## src/rtl/fifo_pkg.sv

```systemverilog
// Shared types, defaults and Gray-code helpers for the asynchronous FIFO.
package fifo_pkg;

  localparam int unsigned FIFO_DATASIZE = 32;
  localparam int unsigned FIFO_ADDRSIZE = 9;
  localparam int unsigned MAX_PTR_W     = 32;

  typedef logic [FIFO_ADDRSIZE:0] ptr_t;

  // Both helpers work at MAX_PTR_W; zero-extend narrower codes and truncate the result.
  function automatic logic [MAX_PTR_W-1:0] bin2gray(input logic [MAX_PTR_W-1:0] b);
    return b ^ (b >> 1);
  endfunction

  function automatic logic [MAX_PTR_W-1:0] gray2bin(input logic [MAX_PTR_W-1:0] g);
    logic [MAX_PTR_W-1:0] b;
    b[MAX_PTR_W-1] = g[MAX_PTR_W-1];
    for (int i = MAX_PTR_W - 2; i >= 0; i--) begin
      b[i] = b[i+1] ^ g[i];
    end
    return b;
  endfunction

endpackage

```

## src/rtl/fifo_gray_sync.sv

```systemverilog
// Two-flop synchronizer for a Gray-coded pointer crossing into the local clock domain.
module fifo_gray_sync #(
  parameter int unsigned Width = 10
) (
  input  logic             clk,
  input  logic             rst_n,
  input  logic [Width-1:0] d,
  output logic [Width-1:0] q
);

  logic [Width-1:0] q1;

  always_ff @(posedge clk or negedge rst_n) begin
    if (!rst_n) begin
      q1 <= '0;
      q  <= '0;
    end else begin
      q1 <= d;
      q  <= q1;
    end
  end

endmodule

```

## src/rtl/fifo_rd_port.sv

```systemverilog
// Read-side port of the async FIFO with a one-entry prefetch register on a valid/ready output.
// Optional almost-empty flag is built when FIFO_RD_AEMPTY_EN is defined.
module fifo_rd_port
  import fifo_pkg::*;
#(
  parameter int unsigned DATASIZE      = FIFO_DATASIZE,
  parameter int unsigned ADDRSIZE      = FIFO_ADDRSIZE,
  parameter int unsigned AEMPTY_THRESH = 4
) (
  input  logic                rclk,
  input  logic                rrst_n,
  input  logic [ADDRSIZE:0]   wptr,
  input  logic [DATASIZE-1:0] mem_rdata,
  output logic [ADDRSIZE-1:0] raddr,
  output logic [ADDRSIZE:0]   rptr,
  output logic                rempty,
  output logic                raempty,
  output logic [DATASIZE-1:0] rdata,
  output logic                rvalid,
  input  logic                rready
);

  if (ADDRSIZE + 1 > MAX_PTR_W) begin : g_bad_addrsize
    $error("fifo_rd_port: ADDRSIZE too large for Gray helpers");
  end
  if (AEMPTY_THRESH >= (1 << (ADDRSIZE + 1))) begin : g_bad_thresh
    $error("fifo_rd_port: AEMPTY_THRESH exceeds pointer range");
  end

  logic [ADDRSIZE:0] rq2_wptr;
  logic [ADDRSIZE:0] rbin;
  logic [ADDRSIZE:0] rbinnext;
  logic [ADDRSIZE:0] rgraynext;
  logic              rinc;

  fifo_gray_sync #(
    .Width(ADDRSIZE + 1)
  ) u_wptr_sync (
    .clk  (rclk),
    .rst_n(rrst_n),
    .d    (wptr),
    .q    (rq2_wptr)
  );

  // Pop from memory whenever there is a word and the prefetch slot is free or being emptied.
  always_comb begin
    rinc      = !rempty && (!rvalid || rready);
    rbinnext  = rbin + {{ADDRSIZE{1'b0}}, rinc};
    rgraynext = (ADDRSIZE + 1)'(bin2gray(MAX_PTR_W'(rbinnext)));
  end

  assign raddr = rbin[ADDRSIZE-1:0];

  always_ff @(posedge rclk or negedge rrst_n) begin
    if (!rrst_n) begin
      rbin   <= '0;
      rptr   <= '0;
      rempty <= 1'b1;
      rdata  <= '0;
      rvalid <= 1'b0;
    end else begin
      rbin   <= rbinnext;
      rptr   <= rgraynext;
      rempty <= (rgraynext == rq2_wptr);
      if (rinc) begin
        rdata  <= mem_rdata;
        rvalid <= 1'b1;
      end else if (rvalid && rready) begin
        rvalid <= 1'b0;
      end
    end
  end

`ifdef FIFO_RD_AEMPTY_EN
  logic [ADDRSIZE:0] wbin_s;
  logic [ADDRSIZE:0] rlevel;

  // Level counts words still in memory after this edge's pop; the prefetch word is excluded.
  always_comb begin
    wbin_s = (ADDRSIZE + 1)'(gray2bin(MAX_PTR_W'(rq2_wptr)));
    rlevel = wbin_s - rbinnext;
  end

  always_ff @(posedge rclk or negedge rrst_n) begin
    if (!rrst_n) begin
      raempty <= 1'b1;
    end else begin
      raempty <= (rlevel <= (ADDRSIZE + 1)'(AEMPTY_THRESH));
    end
  end
`else
  assign raempty = 1'b1;
`endif

endmodule

```

## config.mk

```make
export PLATFORM = sky130hd
export DESIGN_NAME = fifo_rd_port
export DESIGN_NICKNAME = d
export VERILOG_FILES = /design/src/rtl/fifo_pkg.sv /design/src/rtl/fifo_gray_sync.sv /design/src/rtl/fifo_rd_port.sv
export SDC_FILE = /design/constraint.sdc
export NUM_CORES = 1
export LEC_CHECK = 0
export BUFFER_PORTS_ARGS = -buffer_cell sky130_fd_sc_hd__buf_2
export CORE_MARGIN = 10
export CORE_UTILIZATION = 39
export DETAILED_ROUTE_END_ITERATION = 12
export PLACE_DENSITY_LB_ADDON = 0.15
export SLEW_MARGIN = 20
export SYNTH_ARGS = -nofsm -noshare
export SYNTH_HDL_FRONTEND = slang
export SYNTH_SLANG_ARGS = --single-unit
```

## constraint.sdc

```tcl
create_clock -name rclk -period 3.85 [get_ports rclk]
set_clock_uncertainty 0.1 [all_clocks]
set_input_delay 0.77 -clock rclk [delete_from_list [all_inputs] [get_ports rclk]]
set_output_delay 0.77 -clock rclk [all_outputs]
set_load 0.02 [all_outputs]
```

==> results of run 1 <==
## metal layers
| layer | track usage, % | wire length [um] |
|---|---|---|
| met4 | 3.81 | 93 |
| met3 | 6.55 | 752 |
| met5 | 0 | 0 |
| met2 | 18.8 | 3480 |
| met1 | 14.4 | 2940 |
## kinds of logic (layout without fill, tap and decap cells)
logic type | Yosys count | count (layout) | share of synthesized area [%]
fa+ha+maj | 2 | 2 | 0.798
simple gates | 49 | 49 | 8.90
compound gates | 34 | 34 | 7.74
buf+inv | 22 | 120 | 3.55
other cells | 1 | 1 | 0.120
mux | 34 | 34 | 12.1
xor+xnor | 28 | 28 | 8.50
flops | 73 | 73 | 58.3
## state kept, by name (all words and copies together), names as in the netlist
name,cells
u_wptr_sync.q1,10
rvalid,1
rdata,32
rbin,10
rptr,9
rempty,1
u_wptr_sync.q,10
## through the flow
step | utilization, % | worst slack (ns) | power [uW] | hold WS (ns) | cell area (um2)
after floorplan | - | 0.414 | 1550 | 0.231 | 3140
after global routing | 50.0 | 0.798 | 2480 | 0.259 | 3880
final | 50.0 | 0.978 | 2340 | 0.252 | 3880
after detailed placement | 47.5 | 0.623 | 1770 | 0.235 | 3690
after CTS | 50.0 | 0.979 | 2370 | 0.253 | 3880
after global placement | 47.5 | 0.686 | 1770 | 0.234 | 3690
## layout make-up
| class | count | area [um2] |
|---|---|---|
| multi-input combinational | 148 | 1210 |
| fill | 742 | 3890 |
| inverter | 5 | 18.8 |
| timing repair buffer | 99 | 503 |
| tap | 102 | 128 |
| clock buffer | 10 | 128 |
| clock inverter | 6 | 66.3 |
| sequential | 73 | 1830 |
## Yosys cell counts (2+ instances only)
cell / count / area [um2]
sky130_fd_sc_hd__nand3_1: 3 / 15.0
sky130_fd_sc_hd__mux2i_1: 2 / 20.0
sky130_fd_sc_hd__inv_1: 4 / 15.0
sky130_fd_sc_hd__a31oi_1: 2 / 12.5
sky130_fd_sc_hd__buf_4: 5 / 37.5
sky130_fd_sc_hd__nor3_1: 2 / 10.0
sky130_fd_sc_hd__nand2b_1: 4 / 25.0
sky130_fd_sc_hd__a211o_1: 2 / 17.5
sky130_fd_sc_hd__buf_2: 2 / 10.0
sky130_fd_sc_hd__and2_1: 2 / 12.5
sky130_fd_sc_hd__dfrtp_1: 72 / 1800
sky130_fd_sc_hd__o21ai_0: 5 / 25.0
sky130_fd_sc_hd__o2111ai_1: 2 / 17.5
sky130_fd_sc_hd__nand4_1: 2 / 12.5
sky130_fd_sc_hd__ha_1: 2 / 25.0
sky130_fd_sc_hd__a21oi_1: 8 / 40.0
sky130_fd_sc_hd__mux2_2: 32 / 360
sky130_fd_sc_hd__xnor2_1: 13 / 114
sky130_fd_sc_hd__nor4_1: 2 / 12.5
sky130_fd_sc_hd__clkbuf_1: 8 / 30.0
sky130_fd_sc_hd__xor2_1: 13 / 114
sky130_fd_sc_hd__o22a_1: 2 / 17.5
sky130_fd_sc_hd__and3_1: 3 / 18.8
sky130_fd_sc_hd__nand2_1: 14 / 52.6
sky130_fd_sc_hd__nand4b_1: 3 / 26.3
sky130_fd_sc_hd__and4_1: 3 / 26.3
sky130_fd_sc_hd__nor2_1: 5 / 18.8
## power by group through the flow
stage          clock network, uW  registers [uW]  logic, uW
2_1_floorplan                  0            1080        472
3_3_place_gp                   0            1010        753
3_5_place_dp                   0            1020        754
4_1_cts                      606            1000        765
5_1_grt                      639            1020        816
6_report                     587            1000        752
## worst max path at each step
stage	startpoint	end	slack (ns)	cells past startpoint
global route	rready	rempty	0.80	11
finish	rready	rempty	0.98	12
global placement	rready	rempty	0.69	11
floorplan	rready	rempty	0.41	12
detailed placement	rready	rempty	0.62	11
CTS	rready	rempty	0.98	12
==> reports/summary.log, run 1 <==
qor: status.run_status complete, no violations
qor: run.max_cap_violations 0
qor: worst_setup_path.critical_path_peak_fanout 10
qor: routing.finalWirelength 7270 um
qor: sta.setup_viol_count_final 0
qor: hold_path.hold_path_endpoint u_wptr_sync.q[8]
qor: sta.clock.fmax 348 MHz
qor: clocking.cts_clk_pin_slew_worst_paths 0.08 ns
qor: hold_path.worstHoldPathCells 0
qor: clocking.numClockSinks 73
qor: global_routing.grt_pass1_vias 2291
qor: clocking.cts_setup_buffers 0
qor: routing.num_vias 2219
qor: placement.place_inst 427
qor: clocking.cts-htree-levels 3
qor: cells_and_area.mostFrequentLayoutCells sky130_fd_sc_hd__buf_2 (96), sky130_fd_sc_hd__dfrtp_1 (72), sky130_fd_sc_hd__mux2_2 (32)
qor: synth.netlist_instances 243
qor: synth.synthDistinctLibCells 53
qor: clocking.max-clock-path-buffers 2
qor: global_routing.grt_first_pass_wirelength 11500 um
qor: placement.place_congestion 0.849
qor: clocking.hold_buffers 0
qor: routing.drt.antenna.violating_nets 0
qor: hold_path.startpoint_of_the_worst_hold_path u_wptr_sync.q1[8]
qor: cells_and_area.drive_above_1_share 44.9%
qor: worst_setup_path.category_of_the_most_critical_setup_path in -> reg
qor: clocking.root_buffer sky130_fd_sc_hd__clkbuf_8
qor: sta.timing_max_transition_violations_final 0
qor: power_and_ir_drop.net-switching-power 841 uW
qor: sta.setup_repair_after_global_routing_missed_its_margin false
qor: floorplan.die_width 110 um
qor: sta.final.min_clock_period 2.87 ns
qor: routing.drtIter0Drc 93
qor: clocking.worst_skew_pair_later_pin_latency 0.34 ns
qor: routing.firstDrtPassIters 4
qor: synth.synth.cell_area 3140 um2
qor: synth.synth-edff-count 0
qor: routing.drt_drc_violations_left 0
qor: synth.synth_sequential_area_ratio 58.3%
qor: sta.sum_neg_setup_slack 0 ns
qor: floorplan.placement_rows 32
qor: worst_setup_path.critical_path.reg2reg.startpoint rempty
qor: sta.max-slew-margin-rel 39.8%
qor: clocking.cts-buffers-inserted 9
qor: synth.post_synth_arst_share 100%
qor: synth.synth_warnings 0
qor: power_and_ir_drop.p_int 1500 uW
qor: cells_and_area.final_cell_count_no_fill 443
qor: global_routing.globalRouteTotalUtil 12.2%
qor: floorplan.start_util 40.4%
qor: worst_setup_path.path_delay_family adder cells
qor: sta.worstMarginPinSlew 0.903 ns
qor: hold_path.hp-class reg -> reg
qor: clocking.cts.repair.resized 0
qor: synth.synth_fp_nets 290
qor: worst_setup_path.worst-r2r-setup-slack 1.05 ns
qor: worst_setup_path.timing.critical_path.required 4.04 ns
qor: synth.synth-main-ff-cell sky130_fd_sc_hd__dfrtp_1
qor: power_and_ir_drop.power.static_leakage 0.00186 uW
qor: floorplan.die_h 110 um
qor: power_and_ir_drop.switching_share_of_total_power 36.0%
qor: worst_setup_path.crit_path_start_kind input pin
qor: placement.i_o_buffers 97
qor: clocking.cts_tree built
qor: global_routing.grt_max_degree 74
qor: power_and_ir_drop.power.density_cell_area 603 nW/um2
qor: cells_and_area.final_common_cell sky130_fd_sc_hd__buf_2
qor: routing.detail_route.vias_per_cell 5.01
qor: worst_setup_path.timing.critical_path.to_type flip-flop
qor: cells_and_area.antennaDiodeCount 0
qor: cells_and_area.area_growth_syn_to_layout 23.7%
qor: floorplan.core_area 7770 um2
qor: worst_setup_path.critPathBufInv 3
qor: cells_and_area.fin_nets 383
qor: sta.min_period_over_period 74.6%
qor: worst_setup_path.worstPathArrival 3.06 ns
qor: floorplan.pin_count 99
qor: synth.register_bit_total_from_synthesis 73
qor: power_and_ir_drop.worst_vdd_rail_ir_drop 0.000304 V
qor: worst_setup_path.r2r_cell_count 9
qor: worst_setup_path.cpPeakStageDelay 0.33 ns
qor: power_and_ir_drop.seqPwrFrac 42.8%
qor: routing.wire_per_inst 16.4 um
qor: placement.detailed_place_hpwl 5280 um
qor: global_routing.global_route.overflow_total 0
qor: global_routing.grt_antenna_before_repair 0
qor: sta.hold_viol_final 0
qor: worst_setup_path.critical_path_cell_list buf_2 -> inv_1 -> a21oi_4 -> ha_1 -> ha_1 -> buf_4 -> xnor2_1 -> xnor2_1 -> o32a_1 -> nand4_1 -> nor4_1 -> and3_1
qor: worst_setup_path.worstReg2RegEnd rempty
qor: synth.post_synth.cell_area_avg 12.9 um2
qor: floorplan.fp.dieArea 12000 um2
qor: power_and_ir_drop.combinationalPowerShare 32.2%
qor: worst_setup_path.cp_slowest_cell sky130_fd_sc_hd__ha_1
qor: power_and_ir_drop.share_clk_of_total_power 25.1%
Note: power is estimated with default switching activity, not from simulation.
==> run 2, diff against run 1 <==
clock period = 2.7 ns   (was 3.85 ns; I/O delays follow)
==> reports/summary.log, run 2 (synthesized netlist as in run 1, its figures left out) <==
qor: global_routing.globalRouteTotalUtil 12.8% [+0.59 points]
qor: sta.clock.fmax 403 MHz
qor: sta.sum_neg_setup_slack 0 ns [unchanged]
qor: worst_setup_path.worstPathArrival 2.66 ns [-0.40 ns]
qor: cells_and_area.fillerInstances 714 [-3.8%]
qor: routing.drtIter0Drc 52 [-44%]
qor: power_and_ir_drop.net-switching-power 1250 uW [+49%]
qor: clocking.root_buffer sky130_fd_sc_hd__clkbuf_8
qor: clocking.cts-htree-levels 3 [unchanged]
qor: cells_and_area.mostFrequentLayoutCells sky130_fd_sc_hd__buf_2 (96), sky130_fd_sc_hd__dfrtp_1 (72), sky130_fd_sc_hd__mux2_2 (32)
qor: worst_setup_path.cp_slowest_cell sky130_fd_sc_hd__dfstp_2
qor: routing.wire_per_inst 16.1 um [-1.7%]
qor: worst_setup_path.critical_path_cell_list a21oi_4 -> ha_4 -> ha_2 -> buf_4 -> xnor2_1 -> xnor2_1 -> o32a_1 -> nand4_1 -> nor4_1 -> and3_1
qor: placement.postPlaceCellArea 3790 um2 [+2.8%]
qor: floorplan.die_width 110 um [unchanged]
qor: clocking.cts_tree built
qor: sta.fin_ws 0.220 ns [-0.758 ns]
qor: floorplan.die_h 110 um [unchanged]
qor: sta.worstMarginPinSlew 0.627 ns [-0.276 ns]
qor: power_and_ir_drop.share_clk_of_total_power 25.0% [about the same]
qor: global_routing.grt_max_degree 49 [-34%]
qor: power_and_ir_drop.power.static_leakage 0.00191 uW [+2.8%]
qor: floorplan.fp.dieArea 12000 um2 [unchanged]
qor: run.max_cap_violations 0 [unchanged]
qor: power_and_ir_drop.p_total 3470 uW [+48%]
qor: clocking.cts_clk_pin_slew_worst_paths 0.08 ns [about the same]
qor: routing.firstDrtPassIters 4 [unchanged]
qor: cells_and_area.final_cell_count_no_fill 453 [+2.3%]
qor: worst_setup_path.timing.critical_path.required 2.88 ns [-1.16 ns]
qor: cells_and_area.multi_input_area 1230 um2 [+1.8%]
qor: power_and_ir_drop.worst_vdd_rail_ir_drop 0.000378 V [+24%]
qor: routing.detail_route.vias_per_cell 4.99 [-0.31%]
qor: global_routing.grt_first_pass_wirelength 12100 um [+4.7%]
qor: worst_setup_path.crit_path_start_kind flip-flop
qor: global_routing.grt_antenna_before_repair 0 [unchanged]
qor: routing.top_metal_used met4
qor: power_and_ir_drop.p_int 2220 uW [+48%]
qor: clocking.worst_skew_pair_later_pin_latency 0.34 ns [about the same]
qor: routing.wirelength_met1 3120 um [+5.8%]
qor: floorplan.core_area 7770 um2 [unchanged]
qor: sta.max-slew-margin-rel 58.2% [+18 points]
qor: routing.route.met2.wl 3200 um [-8.0%]
qor: placement.placement.setup.worst_slack 0.0479 ns [-0.576 ns]
qor: worst_setup_path.critical_path_peak_fanout 10 [unchanged]
qor: placement.place_congestion 0.904 [+6.5%]
qor: placement.detailed_place_hpwl 5430 um [+2.8%]
qor: routing.num_vias 2262 [+1.9%]
qor: worst_setup_path.cpMostUsedCell sky130_fd_sc_hd__xnor2_1
qor: worst_setup_path.path_delay_family flip-flops
qor: clocking.hold_buffers 0 [unchanged]
qor: cells_and_area.ff_latch_area 1830 um2 [unchanged]
qor: cells_and_area.max_flop_register rdata
qor: routing.finalWirelength 7300 um [+0.47%]
qor: power_and_ir_drop.combinationalPowerShare 35.0% [+2.8 points]
qor: status.run_status complete, no violations
qor: placement.i_o_buffers 97 [unchanged]
qor: routing.drt.antenna.violating_nets 0 [unchanged]
qor: worst_setup_path.timing.critical_path.to_type flip-flop
qor: clocking.numClockSinks 73 [unchanged]
qor: worst_setup_path.cpPeakStageDelay 0.59 ns [+0.26 ns]
qor: sta.setup_viol_count_final 0 [unchanged]
qor: routing.drt_drc_violations_left 0 [unchanged]
qor: hold_path.hp-class in -> async
qor: cells_and_area.final_area 4000 um2 [+3.0%]
qor: routing.met3_length 854 um [+14%]
qor: floorplan.pin_count 99 [unchanged]
qor: floorplan.start_util 40.4% [unchanged]
qor: worst_setup_path.category_of_the_most_critical_setup_path reg -> reg
qor: cells_and_area.drive_above_1_share 47.6% [+2.7 points]
qor: floorplan.placement_rows 32 [unchanged]
qor: sta.hold_viol_final 0 [unchanged]
qor: cells_and_area.antennaDiodeCount 0 [unchanged]
qor: cells_and_area.largest_register_ff_count 32 [unchanged]
qor: worst_setup_path.critPathBufInv 1 [-2]
qor: placement.place_inst 437 [+2.3%]
qor: sta.timing_max_transition_violations_final 0 [unchanged]
qor: cells_and_area.fin_nets 393 [+2.6%]
qor: cells_and_area.final_common_cell sky130_fd_sc_hd__buf_2
qor: global_routing.global_route.overflow_total 0 [unchanged]
qor: sta.final.min_clock_period 2.48 ns
qor: sta.min_period_over_period 91.9%
qor: cells_and_area.area_growth_syn_to_layout 27.4%
qor: sta.setup_repair_after_global_routing_missed_its_margin false
qor: power_and_ir_drop.switching_share_of_total_power 36.0% [+0.048 points]
qor: global_routing.grt_pass1_vias 2384 [+4.1%]
qor: power_and_ir_drop.power.density_cell_area 870 nW/um2 [+44%]
qor: clocking.cts-buffers-inserted 9 [unchanged]
qor: power_and_ir_drop.seqPwrFrac 40.0% [-2.8 points]
qor: clocking.max-clock-path-buffers 2 [unchanged]
[run 2: worst reg2reg max path, delay by kind of cell (launching register included)]
kind	cells	cell delay, ns
AOI/OAI and AO/OA	2	0.27
xor gates and xnor gates	2	0.45
adders and majority gates	2	0.33
buffers and inverters	1	0.17
DFF	1	0.59
and+or+nand+nor	3	0.53
[run 2: what timing repair did]
| action | in CTS | in global routing |
|---|---|---|
| setup endpoints to repair | 0 | 1 |
| setup buffers | 0 | 0 |
| resized for setup | 0 | 1 |
[run 2: path summary, 6_finish.rpt]
path,from,endpoint,slack (ns),depth (start not counted)
setup / recovery,rempty,rempty,0.22,10
hold / removal,rrst_n,rptr[4],0.11,1
hold reg to reg,u_wptr_sync.q1[1],u_wptr_sync.q[1],0.24,0
setup reg to reg,rempty,rempty,0.22,10
min in group rclk,wptr[4],u_wptr_sync.q1[4],0.20,1
max in group asynchronous,rrst_n,u_wptr_sync.q[9],1.81,2
[run 2: power by group through the flow]
stage | combinational [uW] | sequential [uW] | clock (uW)
final | 1220 | 1390 | 867
after global routing | 1320 | 1420 | 952
after CTS | 1230 | 1390 | 899
after detailed placement | 1220 | 1410 | 0
after global placement | 1210 | 1410 | 0
after floorplan | 690 | 1540 | 0
[run 2: per-layer routing]
metal | vias to the layer above | GRT usage (%)
met3 | 14 | 7.14
met2 | 99 | 18.2
met5 | - | 0
li1 | 1056 | -
met1 | 1093 | 15.8
met4 | 0 | 5.11
[run 2: stage by stage]
stage / hold WS [ns] / utilization [%]
finish: 0.115 / 51.4
global route: 0.147 / 51.4
CTS: 0.128 / 51.4
detailed placement: 0.235 / 48.8
global placement: 0.232 / 48.8
floorplan: 0.144 / -
[run 2: area by class of cell]
| type | count | share of cell area [%] |
|---|---|---|
| tap | 102 | 3.19 |
| multi-input combinational | 148 | 30.8 |
| timing repair buffer | 109 | 14.8 |
| clock buffer | 9 | 3.10 |
| clock inverter | 7 | 1.91 |
| sequential | 73 | 45.8 |
| inverter | 5 | 0.470 |
==> run 3, diff against run 2 <==
CORE_MARGIN = 2   (was 10)
SKIP_LAST_GASP = 1   (was not set)
==> reports/summary.log, run 3 (synthesized netlist as in run 1, its figures left out) <==
qor: global_routing.globalRouteTotalUtil 16.0% [+3.2 points]
qor: hold_path.hp-class in -> async
qor: worst_setup_path.crit_path_start_kind flip-flop
qor: global_routing.grt_antenna_before_repair 0 [unchanged]
qor: routing.finalWirelength 6570 um [-10%]
qor: clocking.worst_skew_pair_later_pin_latency 0.34 ns [about the same]
qor: routing.wire_per_inst 14.5 um [-10%]
qor: cells_and_area.antennaDiodeCount 0 [unchanged]
qor: status.run_status complete, no violations
qor: global_routing.global_route.overflow_total 0 [unchanged]
qor: cells_and_area.final_cell_count_no_fill 453 [unchanged]
qor: power_and_ir_drop.worst_vdd_rail_ir_drop 0.000370 V [-2.0%]
qor: placement.i_o_buffers 97 [unchanged]
qor: sta.setup_viol_count_final 0 [unchanged]
qor: floorplan.die_width 93.7 um [-15%]
qor: power_and_ir_drop.power.static_leakage 0.00193 uW [+0.88%]
qor: global_routing.grt_max_degree 41 [-16%]
qor: power_and_ir_drop.combinationalPowerShare 34.4% [-0.6 points]
qor: floorplan.core_area 7770 um2 [unchanged]
qor: worst_setup_path.critical_path_cell_list a21oi_4 -> ha_4 -> ha_2 -> buf_4 -> xnor2_1 -> xnor2_1 -> o32a_1 -> nand4_1 -> nor4_1 -> and3_1
qor: clocking.numClockSinks 73 [unchanged]
qor: routing.drt.antenna.violating_nets 0 [unchanged]
qor: clocking.hold_buffers 0 [unchanged]
qor: sta.fin_ws 0.149 ns [-0.0708 ns]
qor: worst_setup_path.cpPeakStageDelay 0.59 ns [about the same]
qor: power_and_ir_drop.switching_share_of_total_power 33.3% [-2.7 points]
qor: power_and_ir_drop.power.density_cell_area 895 nW/um2 [+3.0%]
qor: sta.final.min_clock_period 2.55 ns [+0.0708 ns]
qor: power_and_ir_drop.net-switching-power 1200 uW [-4.1%]
qor: routing.detail_route.vias_per_cell 5.01 [+0.27%]
qor: global_routing.grt.met3_usage 5.78% [-1.4 points]
qor: clocking.cts_clk_pin_slew_worst_paths 0.07 ns [about the same]
qor: floorplan.fp.dieArea 8780 um2 [-27%]
qor: floorplan.pin_count 99 [unchanged]
qor: global_routing.groute.layer.met1.usage 20.6% [+4.8 points]
qor: cells_and_area.fin_nets 395 [+0.51%]
qor: clocking.max-clock-path-buffers 2 [unchanged]
qor: cells_and_area.final_common_cell sky130_fd_sc_hd__buf_2
qor: worst_setup_path.timing.critical_path.to_type flip-flop
qor: power_and_ir_drop.share_clk_of_total_power 27.6% [+2.6 points]
qor: global_routing.grt_first_pass_wirelength 10700 um [-11%]
qor: routing.drt_drc_violations_left 0 [unchanged]
qor: sta.timing_max_transition_violations_final 0 [unchanged]
qor: global_routing.grt_pass1_vias 2249 [-5.7%]
qor: clocking.cts_setup_buffers 0 [unchanged]
qor: global_routing.grt_most_used_layer met2
qor: worst_setup_path.critical_path_peak_fanout 10 [unchanged]
qor: clocking.root_buffer sky130_fd_sc_hd__clkbuf_8
qor: cells_and_area.area_growth_syn_to_layout 28.2%
qor: global_routing.use_met2 23.5% [+5.3 points]
qor: cells_and_area.drive_above_1_share 47.3% [-0.28 points]
qor: floorplan.placement_rows 32 [unchanged]
qor: sta.setup_repair_after_global_routing_missed_its_margin false
qor: clocking.cts.repair.resized 0 [unchanged]
qor: clocking.cts-buffers-inserted 9 [unchanged]
qor: routing.drtIter0Drc 85 [+63%]
qor: worst_setup_path.cpMostUsedCell sky130_fd_sc_hd__xnor2_1
qor: routing.firstDrtPassIters 4 [unchanged]
qor: placement.placement.setup.worst_slack -0.0154 ns [-0.0633 ns]
qor: placement.place_congestion 0.877 [-3.0%]
qor: worst_setup_path.category_of_the_most_critical_setup_path reg -> reg
qor: power_and_ir_drop.p_int 2400 uW [+8.0%]
qor: sta.hold_viol_final 0 [unchanged]
qor: sta.clock.fmax 392 MHz [-2.8%]
qor: sta.max-slew-margin-rel 64.9% [+6.7 points]
qor: worst_setup_path.timing.critical_path.required 2.88 ns [about the same]
qor: run.max_cap_violations 0 [unchanged]
qor: clocking.cts-htree-levels 3 [unchanged]
qor: cells_and_area.max_flop_register rdata
qor: cells_and_area.fillerInstances 706 [-1.1%]
qor: cells_and_area.largest_register_ff_count 32 [unchanged]
qor: worst_setup_path.cp_slowest_cell sky130_fd_sc_hd__dfstp_2
qor: placement.detailed_place_hpwl 4820 um [-11%]
qor: power_and_ir_drop.seqPwrFrac 38.1% [-1.9 points]
qor: sta.worstMarginPinSlew 0.523 ns [-0.104 ns]
qor: floorplan.die_h 93.7 um [-15%]
qor: floorplan.start_util 40.4% [unchanged]
qor: cells_and_area.mostFrequentLayoutCells sky130_fd_sc_hd__buf_2 (96), sky130_fd_sc_hd__dfrtp_1 (72), sky130_fd_sc_hd__mux2_2 (32)
qor: sta.min_period_over_period 94.5% [+2.6 points]
qor: worst_setup_path.worstPathArrival 2.73 ns [+0.07 ns]
qor: placement.place_inst 439 [+0.46%]
qor: clocking.cts_tree built
qor: routing.num_vias 2268 [+0.27%]
==> run 3: changes by cell type in the layout (fill, tap and decap cells not counted), sizes merged <==
cell / previous run / this run
clkinv: 2 / 1
inv: 7 / 5
clkinvlp: 2 / 1
buf: 109 / 111
bufinv: 1 / 3
==> run 3: metrics by stage <==
| stage | cell area [um2] | total power, uW | util [%] | TNS (ns) | hold WS, ns |
|---|---|---|---|---|---|
| CTS | 4020 | 3650 | 51.8 | 0 | 0.0710 |
| global route | 4020 | 3820 | 51.8 | 0 | 0.103 |
| detailed placement | 3790 | 2640 | 48.8 | -0.0154 | 0.235 |
| finish | 4020 | 3600 | 51.8 | 0 | 0.0708 |
| global placement | 3790 | 2620 | 48.8 | 0 | 0.232 |
| floorplan | 3170 | 2230 | - | 0 | 0.144 |
==> run 3: worst paths after layout <==
| check | depth (start not counted) | startpoint | slack (ns) | to |
|---|---|---|---|---|
| worst max-delay path | 10 | rempty | 0.15 | rempty |
| worst min-delay path | 1 | rrst_n | 0.07 | rdata[29] |
| worst max register to register | 10 | rempty | 0.15 | rempty |
| worst min register to register | 0 | u_wptr_sync.q1[9] | 0.24 | u_wptr_sync.q[9] |
| max in group asynchronous | 2 | rrst_n | 1.79 | u_wptr_sync.q[7] |
| min in group rclk | 1 | wptr[7] | 0.20 | u_wptr_sync.q1[7] |
==> run 3: layer usage <==
layer  vias up  wire length [um]
met2       101              3030
li1       1058                 -
met3        11               613
met5         -                 0
met4         0               126
met1      1098              2800
==> run 3: power by group through the flow <==
stage	Sequential, uW	Clock, uW	Combinational [uW]
floorplan	1540	0	690
global placement	1390	0	1230
detailed placement	1390	0	1250
CTS	1370	1030	1250
global route	1390	1070	1350
finish	1370	993	1240
==> run 3: worst max-delay path: cells and delay by family, from the launching register on <==
kind / cells / cell delay [ns]
flops: 1 / 0.59
buf+inv: 1 / 0.17
fa+ha+maj: 2 / 0.33
xor+xnor: 2 / 0.46
compound gates: 2 / 0.28
simple gates: 3 / 0.57
==> run 3: layout make-up <==
class,instances,area [um2],share of cell area (%)
multi-input combinational,148,1220,30.4
clock inverter,5,106,2.64
tap,102,128,3.17
clock buffer,9,124,3.08
sequential,73,1830,45.5
inverter,5,18.8,0.467
timing repair buffer,111,593,14.7
